$ cat src/rtl/zynq_axi_pkg.sv
// zynq_axi_pkg: shared FSM state types and static AXI3 field values for the arbiter
package zynq_axi_pkg;
  typedef enum logic [1:0] {W_IDLE, W_ADDR, W_DATA, W_RESP} w_state_e;
  typedef enum logic [1:0] {R_IDLE, R_ADDR, R_DATA} r_state_e;
  localparam logic [3:0] AXI_CACHE      = 4'b0011;
  localparam logic [1:0] AXI_BURST_INCR = 2'b01;
  localparam logic [2:0] AXI_PROT       = 3'b000;
endpackage

$ cat src/rtl/zynq_axi_rr_grant.sv
// zynq_axi_rr_grant: 2-way round-robin picker with a last-grant register
// ports: clk_i/rst_ni clock and async active-low reset, req_i request pair,
//        take_i commits the current pick, gnt_o index of the winning requester
module zynq_axi_rr_grant (
  input  logic       clk_i,
  input  logic       rst_ni,
  input  logic [1:0] req_i,
  input  logic       take_i,
  output logic       gnt_o
);
  logic last_q;
  // a tie goes to whoever did not win last time; a lone request always wins
  assign gnt_o = (req_i == 2'b11) ? ~last_q : req_i[1];
  always_ff @(posedge clk_i or negedge rst_ni)
    if (!rst_ni) last_q <= 1'b1;
    else if (take_i) last_q <= gnt_o;
endmodule

$ cat src/rtl/zynq_axi_mem_arbiter.sv
// zynq_axi_mem_arbiter: two AXI requesters share one AXI3 master, separate read/write arbitration
// ports: aclk/aresetn clock and async active-low reset; s0_axi_*/s1_axi_* reduced AXI slave
//        ports (aw/w/b/ar/r); m00_axi_* full AXI3 master port toward memory
module zynq_axi_mem_arbiter
  import zynq_axi_pkg::*;
#(
  parameter int addr_width_p = 32,
  parameter int data_width_p = 64
) (
  input  logic                      aclk,
  input  logic                      aresetn,
  input  logic [addr_width_p-1:0]   s0_axi_awaddr,
  input  logic [3:0]                s0_axi_awlen,
  input  logic                      s0_axi_awvalid,
  output logic                      s0_axi_awready,
  input  logic [data_width_p-1:0]   s0_axi_wdata,
  input  logic [data_width_p/8-1:0] s0_axi_wstrb,
  input  logic                      s0_axi_wlast,
  input  logic                      s0_axi_wvalid,
  output logic                      s0_axi_wready,
  output logic                      s0_axi_bvalid,
  output logic [1:0]                s0_axi_bresp,
  input  logic                      s0_axi_bready,
  input  logic [addr_width_p-1:0]   s0_axi_araddr,
  input  logic [3:0]                s0_axi_arlen,
  input  logic                      s0_axi_arvalid,
  output logic                      s0_axi_arready,
  output logic [data_width_p-1:0]   s0_axi_rdata,
  output logic [1:0]                s0_axi_rresp,
  output logic                      s0_axi_rlast,
  output logic                      s0_axi_rvalid,
  input  logic                      s0_axi_rready,
  input  logic [addr_width_p-1:0]   s1_axi_awaddr,
  input  logic [3:0]                s1_axi_awlen,
  input  logic                      s1_axi_awvalid,
  output logic                      s1_axi_awready,
  input  logic [data_width_p-1:0]   s1_axi_wdata,
  input  logic [data_width_p/8-1:0] s1_axi_wstrb,
  input  logic                      s1_axi_wlast,
  input  logic                      s1_axi_wvalid,
  output logic                      s1_axi_wready,
  output logic                      s1_axi_bvalid,
  output logic [1:0]                s1_axi_bresp,
  input  logic                      s1_axi_bready,
  input  logic [addr_width_p-1:0]   s1_axi_araddr,
  input  logic [3:0]                s1_axi_arlen,
  input  logic                      s1_axi_arvalid,
  output logic                      s1_axi_arready,
  output logic [data_width_p-1:0]   s1_axi_rdata,
  output logic [1:0]                s1_axi_rresp,
  output logic                      s1_axi_rlast,
  output logic                      s1_axi_rvalid,
  input  logic                      s1_axi_rready,
  output logic [5:0]                m00_axi_awid,
  output logic [addr_width_p-1:0]   m00_axi_awaddr,
  output logic [3:0]                m00_axi_awlen,
  output logic [2:0]                m00_axi_awsize,
  output logic [1:0]                m00_axi_awburst,
  output logic [1:0]                m00_axi_awlock,
  output logic [3:0]                m00_axi_awcache,
  output logic [2:0]                m00_axi_awprot,
  output logic [3:0]                m00_axi_awqos,
  output logic                      m00_axi_awvalid,
  input  logic                      m00_axi_awready,
  output logic [5:0]                m00_axi_wid,
  output logic [data_width_p-1:0]   m00_axi_wdata,
  output logic [data_width_p/8-1:0] m00_axi_wstrb,
  output logic                      m00_axi_wlast,
  output logic                      m00_axi_wvalid,
  input  logic                      m00_axi_wready,
  input  logic [5:0]                m00_axi_bid,
  input  logic [1:0]                m00_axi_bresp,
  input  logic                      m00_axi_bvalid,
  output logic                      m00_axi_bready,
  output logic [5:0]                m00_axi_arid,
  output logic [addr_width_p-1:0]   m00_axi_araddr,
  output logic [3:0]                m00_axi_arlen,
  output logic [2:0]                m00_axi_arsize,
  output logic [1:0]                m00_axi_arburst,
  output logic [1:0]                m00_axi_arlock,
  output logic [3:0]                m00_axi_arcache,
  output logic [2:0]                m00_axi_arprot,
  output logic [3:0]                m00_axi_arqos,
  output logic                      m00_axi_arvalid,
  input  logic                      m00_axi_arready,
  input  logic [5:0]                m00_axi_rid,
  input  logic [data_width_p-1:0]   m00_axi_rdata,
  input  logic [1:0]                m00_axi_rresp,
  input  logic                      m00_axi_rlast,
  input  logic                      m00_axi_rvalid,
  output logic                      m00_axi_rready
);
  localparam logic [2:0] SIZE = 3'($clog2(data_width_p/8));
  w_state_e w_state_q;
  r_state_e r_state_q;
  logic w_gnt_q, r_gnt_q, w_pick, r_pick, w_take, r_take;
  logic w_addr, w_data, w_resp, r_addr, r_data;
  logic unused_ids;
  // return IDs are ignored: responses always go to the current grant holder
  assign unused_ids = ^{m00_axi_bid, m00_axi_rid};
  assign w_take = (w_state_q == W_IDLE) && (s0_axi_awvalid || s1_axi_awvalid);
  assign r_take = (r_state_q == R_IDLE) && (s0_axi_arvalid || s1_axi_arvalid);
  assign w_addr = w_state_q == W_ADDR;
  assign w_data = w_state_q == W_DATA;
  assign w_resp = w_state_q == W_RESP;
  assign r_addr = r_state_q == R_ADDR;
  assign r_data = r_state_q == R_DATA;
  zynq_axi_rr_grant u_w_rr (.clk_i(aclk), .rst_ni(aresetn), .req_i({s1_axi_awvalid, s0_axi_awvalid}), .take_i(w_take), .gnt_o(w_pick));
  zynq_axi_rr_grant u_r_rr (.clk_i(aclk), .rst_ni(aresetn), .req_i({s1_axi_arvalid, s0_axi_arvalid}), .take_i(r_take), .gnt_o(r_pick));
  always_ff @(posedge aclk or negedge aresetn)
    if (!aresetn) begin
      w_state_q <= W_IDLE;
      w_gnt_q   <= 1'b0;
    end else
      case (w_state_q)
        W_IDLE: if (w_take) begin w_state_q <= W_ADDR; w_gnt_q <= w_pick; end
        W_ADDR: if (m00_axi_awvalid && m00_axi_awready) w_state_q <= W_DATA;
        W_DATA: if (m00_axi_wvalid && m00_axi_wready && m00_axi_wlast) w_state_q <= W_RESP;
        W_RESP: if (m00_axi_bvalid && m00_axi_bready) w_state_q <= W_IDLE;
      endcase
  always_ff @(posedge aclk or negedge aresetn)
    if (!aresetn) begin
      r_state_q <= R_IDLE;
      r_gnt_q   <= 1'b0;
    end else
      case (r_state_q)
        R_IDLE:  if (r_take) begin r_state_q <= R_ADDR; r_gnt_q <= r_pick; end
        R_ADDR:  if (m00_axi_arvalid && m00_axi_arready) r_state_q <= R_DATA;
        R_DATA:  if (m00_axi_rvalid && m00_axi_rready && m00_axi_rlast) r_state_q <= R_IDLE;
        default: r_state_q <= R_IDLE;
      endcase
  assign m00_axi_awid    = {5'd0, w_gnt_q};
  assign m00_axi_awaddr  = w_gnt_q ? s1_axi_awaddr : s0_axi_awaddr;
  assign m00_axi_awlen   = w_gnt_q ? s1_axi_awlen : s0_axi_awlen;
  assign m00_axi_awsize  = SIZE;
  assign m00_axi_awburst = AXI_BURST_INCR;
  assign m00_axi_awlock  = 2'b00;
  assign m00_axi_awcache = AXI_CACHE;
  assign m00_axi_awprot  = AXI_PROT;
  assign m00_axi_awqos   = 4'd0;
  assign m00_axi_awvalid = w_addr && (w_gnt_q ? s1_axi_awvalid : s0_axi_awvalid);
  assign s0_axi_awready  = w_addr && !w_gnt_q && m00_axi_awready;
  assign s1_axi_awready  = w_addr && w_gnt_q && m00_axi_awready;
  assign m00_axi_wid     = {5'd0, w_gnt_q};
  assign m00_axi_wdata   = w_gnt_q ? s1_axi_wdata : s0_axi_wdata;
  assign m00_axi_wstrb   = w_gnt_q ? s1_axi_wstrb : s0_axi_wstrb;
  assign m00_axi_wlast   = w_gnt_q ? s1_axi_wlast : s0_axi_wlast;
  assign m00_axi_wvalid  = w_data && (w_gnt_q ? s1_axi_wvalid : s0_axi_wvalid);
  assign s0_axi_wready   = w_data && !w_gnt_q && m00_axi_wready;
  assign s1_axi_wready   = w_data && w_gnt_q && m00_axi_wready;
  assign s0_axi_bvalid   = w_resp && !w_gnt_q && m00_axi_bvalid;
  assign s1_axi_bvalid   = w_resp && w_gnt_q && m00_axi_bvalid;
  assign s0_axi_bresp    = m00_axi_bresp;
  assign s1_axi_bresp    = m00_axi_bresp;
  assign m00_axi_bready  = w_resp && (w_gnt_q ? s1_axi_bready : s0_axi_bready);
  assign m00_axi_arid    = {5'd0, r_gnt_q};
  assign m00_axi_araddr  = r_gnt_q ? s1_axi_araddr : s0_axi_araddr;
  assign m00_axi_arlen   = r_gnt_q ? s1_axi_arlen : s0_axi_arlen;
  assign m00_axi_arsize  = SIZE;
  assign m00_axi_arburst = AXI_BURST_INCR;
  assign m00_axi_arlock  = 2'b00;
  assign m00_axi_arcache = AXI_CACHE;
  assign m00_axi_arprot  = AXI_PROT;
  assign m00_axi_arqos   = 4'd0;
  assign m00_axi_arvalid = r_addr && (r_gnt_q ? s1_axi_arvalid : s0_axi_arvalid);
  assign s0_axi_arready  = r_addr && !r_gnt_q && m00_axi_arready;
  assign s1_axi_arready  = r_addr && r_gnt_q && m00_axi_arready;
  assign s0_axi_rvalid   = r_data && !r_gnt_q && m00_axi_rvalid;
  assign s1_axi_rvalid   = r_data && r_gnt_q && m00_axi_rvalid;
  assign s0_axi_rdata    = m00_axi_rdata;
  assign s1_axi_rdata    = m00_axi_rdata;
  assign s0_axi_rresp    = m00_axi_rresp;
  assign s1_axi_rresp    = m00_axi_rresp;
  assign s0_axi_rlast    = m00_axi_rlast;
  assign s1_axi_rlast    = m00_axi_rlast;
  assign m00_axi_rready  = r_data && (r_gnt_q ? s1_axi_rready : s0_axi_rready);
endmodule

$ cat config.mk
export PLATFORM = sky130hd
export DESIGN_NAME = zynq_axi_mem_arbiter
export DESIGN_NICKNAME = d
export VERILOG_FILES = /design/src/rtl/zynq_axi_pkg.sv /design/src/rtl/zynq_axi_rr_grant.sv /design/src/rtl/zynq_axi_mem_arbiter.sv
export SDC_FILE = /design/constraint.sdc
export NUM_CORES = 1
export LEC_CHECK = 0
export CAP_MARGIN = 10
export CORE_AREA = 3 3 287 289
export CTS_CLUSTER_SIZE = 24
export DETAILED_ROUTE_END_ITERATION = 10
export DIE_AREA = 0 0 290 292
export DONT_BUFFER_PORTS = 1
export GPL_TIMING_DRIVEN = 0
export PLACE_DENSITY = 0.3
export RECOVER_POWER = 50
export SLEW_MARGIN = 20
export SYNTH_ARGS = -nofsm -noshare
export SYNTH_HDL_FRONTEND = slang
export SYNTH_HIERARCHICAL = 1
export SYNTH_SLANG_ARGS = --single-unit
$ cat constraint.sdc
create_clock -name aclk -period 2.4 [get_ports aclk]
set_input_delay 0.12 -clock aclk [delete_from_list [all_inputs] [get_ports aclk]]
set_output_delay 0.12 -clock aclk [all_outputs]
set_load 0.02 [all_outputs]
==> out/qor.yml <==
die:
  num_rows: 104
  die_x_um: 290
  ios: 740
  core_um2: 80200
  die_area_um2: 84700
  fp.dieH_um: 292
  initial_core_util: 0.0473
drt:
  avgRoutedWirePerCell_um: 12.5
  dr.pass1.iters: 4
  vias_per_cell: 2.00
  drc: 0
  ant_nets: 0
  vias: 3103
  drt_iter0_drc: 67
  routed_wl_mm: 19.3
status:
  outcome: "completed"
sta:
  worst_slack_ps: 228
  period_share: 0.905
  rsz0062_at_grt: "no"
  period_minus_slack_ps: 2170
  finalHoldViolCount: 0
  fmax_ghz: 0.460
  fin_tns_setup_ps: 0
  tightest_slew_ps: 632
  slew_headroom: 0.577
  finalSetupViolCount: 0
  finClkSkew_ps: 2.79
  drv_slew: 0
  whs_ps: 31.6
clock_network:
  cts.path.max_buffers: 2
  clkTransAtPathRegs_ps: 40
  cts_inserted_buffers: 3
  post_cts_buffers: 0
  ctsRootBufferMaster: "clkbuf_16"
  cts_htree_levels: 1
  tritoncts: "done"
  cts_num_sinks: 8
  clk_latency_ps: 240
cells_and_area:
  drive_gt1_frac: 0.466
  area_growth_pct: 29.3
  fin_nets: 872
  fin_cells: 1550
logic_synthesis:
  syn_inst: 425
  synth_compound_area_frac: 0.0211
  synthSimpleGateAreaFrac: 0.0356
  ys_seq_area_frac: 0.0534
  synth-adder-area-share: 0.0132
  syn_area_per_cell_um2: 8.92
  ys_types: 27
  ys_ff_latch: 8
  yosys.area_share.xor_xnor: 0
  netlist_area_um2: 3790
  synth_top_family_by_area: "multiplexers"
  yosysWarningCount: 6
  muxShareOfSynthArea: 0.463
job:
  max_cap_violations: 0
global_routing:
  antenna_found_initial: 13
  grt_pass1_wl_mm: 23.3
  grt_pass1_vias: 3062
  grt_util_all_layers: 0.0388
  grt_max_degree: 11
  overflow: 0
critical_path:
  critPathMaxStageDelay_ps: 460
  r2r_start: "w_gnt_q"
  crit_fanout: 11
  rr_worst_depth: 5
  reg2reg_slack_ps: 350
  crit_type: "flop to primary output"
  crit_family: "buffers and inverters"
  start_kind: "flop"
  path_cells: "buf_4 > buf_4 > buf_2 > mux2_2"
  crit_buf_inv: 3
  cpMostUsedCell: "buf_4"
  r2r_end: "w_state_q[1]"
  worst_setup_path_end_kind: "primary output"
  slowest_stage: "mux2_2"
  crit_arrival_ps: 2050
  required_ps: 2280
place:
  hpwlAfterDp_mm: 18.1
  port_buffers: 0
  placed_cells: 1534
  dp_slack_ps: -43.3
  globalplace.congestion: 0.781
pwr:
  power.density_nw_per_um2: 943
  cellLeakagePower_nw: 1.58
  peakVddDrop_mv: 0.343
worst_hold_path:
  hold_depth: 2
  min_path_type: "primary input to flop"
  hold_end: "r_state_q[1]"
  min_from: "m00_axi_arready"
cell usage after synthesis:
| library cell | number | area share |
|---|---|---|
| a21boi_2 | 2 | 0.0059 |
| a21o_1 | 1 | 0.0020 |
| a22oi_1 | 1 | 0.0020 |
| and3_1 | 2 | 0.0033 |
| and4b_1 | 1 | 0.0026 |
| buf_2 | 15 | 0.020 |
| buf_4 | 193 | 0.38 |
| clkbuf_1 | 2 | 0.0020 |
| conb_1 | 2 | 0.0020 |
| dfrtp_1 | 6 | 0.040 |
| dfstp_2 | 2 | 0.014 |
| ha_1 | 4 | 0.013 |
| inv_1 | 8 | 0.0079 |
| mux2_1 | 1 | 0.0030 |
| mux2_2 | 146 | 0.43 |
| mux2_4 | 2 | 0.0079 |
| mux2i_1 | 7 | 0.018 |
| nand2_1 | 5 | 0.0049 |
| nand2b_1 | 1 | 0.0017 |
| nor2_1 | 10 | 0.0099 |
| nor2b_1 | 6 | 0.0099 |
| nor3_1 | 1 | 0.0013 |
| nor3b_1 | 1 | 0.0020 |
| o2111a_2 | 1 | 0.0033 |
| o21a_1 | 1 | 0.0020 |
| o21ai_0 | 3 | 0.0040 |
| o31ai_1 | 1 | 0.0020 |
registers in the layout, indices dropped and copies added, names as in the netlist:
| signal | cells |
|---|---|
| r_gnt_q | 1 |
| u_w_rr/last_q | 1 |
| w_gnt_q | 1 |
| u_r_rr/last_q | 1 |
| r_state_q | 2 |
| w_state_q | 2 |
worst max path at each step:
stage                       start  cells past startpoint  slack (ps)                 to
after global placement    w_gnt_q                      5        -380       w_state_q[1]
after CTS                 w_gnt_q                      4          20  m00_axi_wdata[39]
after global routing      w_gnt_q                      4          40  m00_axi_wdata[26]
after floorplan           w_gnt_q                      5         860       w_state_q[1]
after detailed placement  w_gnt_q                      4         -40   m00_axi_wstrb[6]
final                     w_gnt_q                      4         230  m00_axi_wdata[26]
cell type report:
cell class | count | area, um2
Buffer | 210 | 1010
Clock buffer | 4 | 78.8
Fill cell | 9633 | 75300
Timing Repair Buffer | 1 | 10.0
Tap cell | 1060 | 1330
Inverter | 8 | 30.0
Sequential cell | 8 | 203
Multi-Input combinational cell | 248 | 2220
Antenna cell | 11 | 27.5
cells by family (layout without fill, tap and decap cells):
| family | count (synthesis) | after routing |
|---|---|---|
| adder cells (fa/ha/maj) | 4 | 4 |
| flip-flops | 8 | 8 |
| buffers and inverters | 218 | 223 |
| other | 2 | 62 |
| multiplexers | 156 | 156 |
| AND/OR/NAND/NOR | 27 | 27 |
| AO/OA/AOI/OAI | 10 | 10 |
power by group:
group | internal (mW) | leakage (nW) | switching, mW
Sequential | 0.220 | 0.0934 | 0.0573
Clock | 0.222 | 0.0382 | 0.0736
Combinational | 1.37 | 1.45 | 2.68
Total | 1.81 | 1.58 | 2.81
layout by cell type, fill, tap and decap left out, types with 4 or more instances in the layout:
cell type	n
buf_4	54
dfrtp_1	6
nor2_1	10
inv_1	8
nor2b_1	6
clkbuf_1	144
ha_1	4
mux2i_1	7
nand2_1	5
conb_1	51
diode_2	11
buf_2	12
mux2_2	145
metrics by stage:
stage	util	power (mW)	cell area, um2
2_1_floorplan	-	3.74	3980
3_3_place_gp	0.0662	4.55	5300
3_5_place_dp	0.0662	4.53	5310
4_1_cts	0.0674	4.87	5410
5_1_grt	0.0611	4.92	4890
6_report	0.0612	4.62	4900
layer usage:
metal	global-route usage	up-vias	share of wire
li1	-	1304	-
met1	0.0454	1384	0.36
met2	0.0681	384	0.50
met3	0.00548	31	0.091
met4	0.0216	0	0.043
met5	0	-	0
timing repair:
item / in CTS / in global routing
gates resized for setup: 3 / 1
pin swaps: 0 / 0
hold buffers: 1 / 0
endpoints found under the setup margin: 70 / 10
endpoints found under the hold margin: 8 / 0
(Power assumes the default switching activity.)
